File: config.mk
export PLATFORM = sky130hd
export DESIGN_NAME = mem_bus_arbiter
export DESIGN_NICKNAME = d
export VERILOG_FILES = /design/src/rtl/mem_bus_arbiter.sv
export SDC_FILE = /design/constraint.sdc
export NUM_CORES = 1
export LEC_CHECK = 0
export ABC_AREA = 1
export CELL_PAD_IN_SITES_DETAIL_PLACEMENT = 0
export CELL_PAD_IN_SITES_GLOBAL_PLACEMENT = 2
export CORE_MARGIN = 10
export CORE_UTILIZATION = 19
export DETAILED_ROUTE_END_ITERATION = 8
export PLACE_DENSITY_LB_ADDON = 0.12
export SLEW_MARGIN = 20
export SYNTH_ARGS = -nofsm -noshare
export SYNTH_HDL_FRONTEND = slang
export SYNTH_SLANG_ARGS = --single-unit
File: constraint.sdc
create_clock -name clk -period 1.5 [get_ports clk]
set_input_delay 0.45 -clock clk [delete_from_list [all_inputs] [get_ports clk]]
set_output_delay 0.45 -clock clk [all_outputs]
set_load 0.02 [all_outputs]
File: src/rtl/mem_bus_arbiter.sv
// Arbitrates the single memory bus between instruction fetch (I) and load/store (D).
// D has priority; a streak counter forces an I grant after MAX_DSTREAK D grants while I waits.
//
// state   | meaning
// IDLE    | bus free, grant the next requester
// WAITING | bus request outstanding, m_req_* held stable
// OVER    | one-cycle response slot to the owner, no new grant
module mem_bus_arbiter #(
  parameter int ADDR_W      = 64,
  parameter int DATA_W      = 64,
  parameter int MAX_DSTREAK = 4
) (
  input  logic                clk,
  input  logic                reset,
  input  logic                i_req_valid,
  input  logic [ADDR_W-1:0]   i_req_addr,
  output logic                i_resp_ok,
  output logic [DATA_W-1:0]   i_resp_data,
  input  logic                d_req_valid,
  input  logic                d_req_write,
  input  logic [2:0]          d_req_size,
  input  logic [ADDR_W-1:0]   d_req_addr,
  input  logic [DATA_W-1:0]   d_req_wdata,
  input  logic [DATA_W/8-1:0] d_req_strobe,
  output logic                d_resp_ok,
  output logic [DATA_W-1:0]   d_resp_data,
  output logic                m_req_valid,
  output logic                m_req_write,
  output logic [2:0]          m_req_size,
  output logic [ADDR_W-1:0]   m_req_addr,
  output logic [DATA_W-1:0]   m_req_wdata,
  output logic [DATA_W/8-1:0] m_req_strobe,
  input  logic                m_resp_ready,
  input  logic [DATA_W-1:0]   m_resp_data,
  output logic                busy
);

  typedef enum logic [1:0] {IDLE, WAITING, OVER} mem_access_state_t;
  typedef enum logic {OWN_I, OWN_D} owner_t;

  localparam logic [3:0] STREAK_MAX = 4'(MAX_DSTREAK);
  localparam logic [2:0] FETCH_SIZE = 3'b010;

  mem_access_state_t state;
  owner_t            owner;
  logic [3:0]        streak;
  logic              d_wins;

  assign d_wins = d_req_valid && !(i_req_valid && (streak == STREAK_MAX));

  always_ff @(posedge clk) begin
    if (reset) begin
      state        <= IDLE;
      owner        <= OWN_I;
      streak       <= '0;
      busy         <= 1'b0;
      i_resp_ok    <= 1'b0;
      i_resp_data  <= '0;
      d_resp_ok    <= 1'b0;
      d_resp_data  <= '0;
      m_req_valid  <= 1'b0;
      m_req_write  <= 1'b0;
      m_req_size   <= '0;
      m_req_addr   <= '0;
      m_req_wdata  <= '0;
      m_req_strobe <= '0;
    end else begin
      i_resp_ok <= 1'b0;
      d_resp_ok <= 1'b0;
      case (state)
        IDLE: begin
          if (d_wins) begin
            state        <= WAITING;
            owner        <= OWN_D;
            busy         <= 1'b1;
            m_req_valid  <= 1'b1;
            m_req_write  <= d_req_write;
            m_req_size   <= d_req_size;
            m_req_addr   <= d_req_addr;
            m_req_wdata  <= d_req_wdata;
            m_req_strobe <= d_req_write ? d_req_strobe : '0;
            if (!i_req_valid)
              streak <= '0;
            else if (streak != STREAK_MAX)
              streak <= streak + 4'd1;
          end else if (i_req_valid) begin
            state        <= WAITING;
            owner        <= OWN_I;
            busy         <= 1'b1;
            m_req_valid  <= 1'b1;
            m_req_write  <= 1'b0;
            m_req_size   <= FETCH_SIZE;
            m_req_addr   <= i_req_addr;
            m_req_wdata  <= '0;
            m_req_strobe <= '0;
            streak       <= '0;
          end
        end
        WAITING: begin
          // Response pulse is decided at the completion edge so it is visible in OVER;
          // a requester that withdrew its valid gets nothing (flushed).
          if (m_resp_ready) begin
            state       <= OVER;
            m_req_valid <= 1'b0;
            if (owner == OWN_D) begin
              if (d_req_valid) begin
                d_resp_ok   <= 1'b1;
                d_resp_data <= m_resp_data;
              end
            end else if (i_req_valid) begin
              i_resp_ok   <= 1'b1;
              i_resp_data <= m_resp_data;
            end
          end
        end
        OVER: begin
          state <= IDLE;
          busy  <= 1'b0;
        end
        default: begin
          state <= IDLE;
          busy  <= 1'b0;
        end
      endcase
    end
  end

endmodule

==> out/metrics.yaml <==
status: "complete, but fails checks"
violations: "setup timing"
core_um2: 57500
postRouteWirelength_um: 60000
cts_made_buffers: 38
drc: 0
dp_slack_ps: -612
combPwrFrac_pct: 21.1
min_period_over_period_pct: 108
drive_gt1_share_pct: 38.5
yosysWarnings: 0
numClockSinks: 279
clock.fmax_ghz: 0.617
die_x_um: 260
ios: 545
clkTransAtPathRegs_ps: 60
grt_max_degree: 72
ff_latch_area_um2: 5920
worstSetupPathType: "flip-flop to flip-flop"
area_growth_pct: 91.5
slew_headroom_pct: 65.1
nFillCells: 6067
yosysSeqAreaShare_pct: 50.8
io_buffers: 544
clock_latency_ps: 560
p_sw_w: 0.00614
pwr-share-seq_pct: 38.4
clock_power_share_pct: 40.5
wl_per_cell_um: 20.5
vias: 12197
antenna_found_initial: 14
place_congestion: 0.766
worstPathArrival_ps: 2100
first_pass_iters: 7
dieArea_um2: 67900
synth_nets: 1816
placementRows: 88
dieHeight_um: 260
critPathRequiredTime_ps: 1980
tightestPinTransition_ps: 524
rsz0062_at_grt: "true"
overflow: 0
internal-power_w: 0.0153
cts.path.max_buffers: 3
h-tree-depth: 2
grtUsageTotal_pct: 16.2
postCtsHoldBufs: 0
cts_root_buf: "clkbuf_16"
critPathMaxFanout: 6
fin_tns_setup_ps: -7020
cp-end-kind: "flip-flop"
max-vdd-ir-drop_mv: 0.626
postLayoutCoreUtil_pct: 36.6
clock_skew_ps: 18.7
syn_area_um2: 11000
power.density_nw_per_um2: 1020
cts_tree: "done"
multi_input_area_um2: 5060
drt_iter0_drc: 459
grt_pass1_vias: 12195
hold_viol: 0
fin_crit_ps: 1620
setup_ws_ps: -120
swShare_pct: 28.7
setup_viol: 107
crit_path_start_kind: "flip-flop"
final_area_um2: 21000
ant_nets: 0
ys_types: 21
synth_cells: 1541
maxCapViolations: 0
grt_pass1_wl_um: 83300
final_net_count: 2405
synth_seq_cells: 279
via_per_inst: 4.16
p_leak_nw: 9.31
synth.avg_cell_area_um2: 7.13
place_area_um2: 17900
hold_class: "input port to flip-flop"
slew_viol_final: 0
floorplan.initialDensity_pct: 19.1
detailed_place_hpwl_um: 42300
critical path, stage by stage, from the launching register on:
cell and delay (ps):
dfxtp_2 330, inv_2 50, ha_4 160, nand2_4 60
inv_4 30, buf_6 100, a21boi_4 160, buf_12 140
buf_12 140, clkbuf_16 160, nand3_2 60, a21oi_2 140
timing repair:
| action | in CTS | in global routing |
|---|---|---|
| pin swaps | 7 | 36 |
| gates cloned | 4 | 15 |
| gates resized for setup | 1889 | 148 |
| setup buffers | 16 | 9 |
| endpoints found under the setup margin | 414 | 382 |
layout by cell type, fill, tap and decap left out, drive strengths merged:
| cell | instances |
|---|---|
| clkbuf | 65 |
| a21oi | 81 |
| dfxtp | 279 |
| a21boi | 1 |
| clkdlybuf4s50 | 269 |
| clkinv | 10 |
| dlymetal6s2s | 1 |
| o21a | 1 |
| inv | 90 |
| o21ai | 131 |
| bufinv | 1 |
| buf | 387 |
| nor2 | 400 |
| ha | 2 |
| diode | 8 |
| nand2 | 229 |
| nand4 | 2 |
| nand3 | 207 |
final timing paths:
check / startpoint / to / slack [ps] / cells after the start
worst max-delay path: streak[0]$_SDFFE_PP0P_ / m_req_wdata[57]$_SDFFE_PP0P_ / -120 / 11
worst min-delay path: reset / m_req_addr[61]$_SDFFE_PP0P_ / 260 / 4
worst max register to register: streak[0]$_SDFFE_PP0P_ / m_req_wdata[57]$_SDFFE_PP0P_ / -120 / 11
worst min register to register: m_req_write$_SDFFE_PP0P_ / m_req_write$_SDFFE_PP0P_ / 470 / 2
synth_stat cells:
library cell / count / area, um2
nand2_2: 1 / 6.26
inv_2: 8 / 30.0
buf_4: 5 / 37.5
ha_1: 2 / 25.0
nand4_1: 2 / 12.5
buf_2: 47 / 235
o21a_1: 1 / 7.51
nor2_2: 1 / 6.26
inv_1: 80 / 300
nand3_1: 207 / 1040
buf_6: 2 / 22.5
dfxtp_1: 279 / 5590
clkbuf_1: 46 / 173
a21oi_1: 81 / 405
o21ai_4: 1 / 16.3
nor2_1: 399 / 1500
a21boi_2: 1 / 11.3
nand2_1: 228 / 856
o21ai_0: 49 / 245
o21ai_1: 81 / 405
buf_1: 20 / 75.1
metrics by stage:
| stage | power (W) | hold slack [ps] | cells |
|---|---|---|---|
| 2_1_floorplan | 0.00995 | 459 | 1541 |
| 3_3_place_gp | 0.0124 | 447 | 2814 |
| 3_5_place_dp | 0.0124 | 456 | 2814 |
| 4_1_cts | 0.0217 | 237 | 2900 |
| 5_1_grt | 0.0225 | 273 | 2926 |
| 6_report | 0.0214 | 263 | 2929 |
area by class of cell:
| cell class | instances | area share, % |
|---|---|---|
| multi-input combinational | 1054 | 24.1 |
| clock inverter | 12 | 0.493 |
| sequential | 279 | 28.1 |
| clock buffer | 54 | 5.04 |
| inverter | 88 | 1.66 |
| timing repair buffer | 668 | 35.9 |
| tap | 765 | 4.55 |
| antenna | 8 | 0.0951 |
| timing repair inverter | 1 | 0.0535 |
routing by layer:
metal | global-route usage [%] | wire, um | up-vias
li1 | - | - | 6105
met1 | 17.7 | 23500 | 5725
met2 | 29.0 | 31000 | 280
met3 | 6.11 | 4500 | 73
met4 | 4.12 | 1010 | 14
met5 | 0 | 97 | -
cell families (layout without fill, tap and decap cells):
group                    Yosys count  after routing  synth area share (%)
flip-flops                       279            279                  50.8
adder cells (fa/ha/maj)            2              2                 0.228
buffers and inverters            208            823                  7.95
AO/OA/AOI/OAI                    214            214                  9.93
AND/OR/NAND/NOR                  838            838                  31.1
other                              0              8                     0
power groups by stage:
stage               logic [W]  registers, W  clock network [W]
finish                0.00452       0.00822            0.00867
global route          0.00488       0.00827            0.00939
CTS                   0.00440       0.00822            0.00908
detailed placement    0.00415       0.00822                  0
global placement      0.00415       0.00821                  0
floorplan             0.00126       0.00869                  0
state kept, by name (all words and copies together), names as in the netlist, 2 cells and up:
register and flops:
m_req_strobe 8, state 2, i_resp_data 64, m_req_size 3
m_req_wdata 64, m_req_addr 64, d_resp_data 64, streak 4
(Power assumes the default switching activity.)
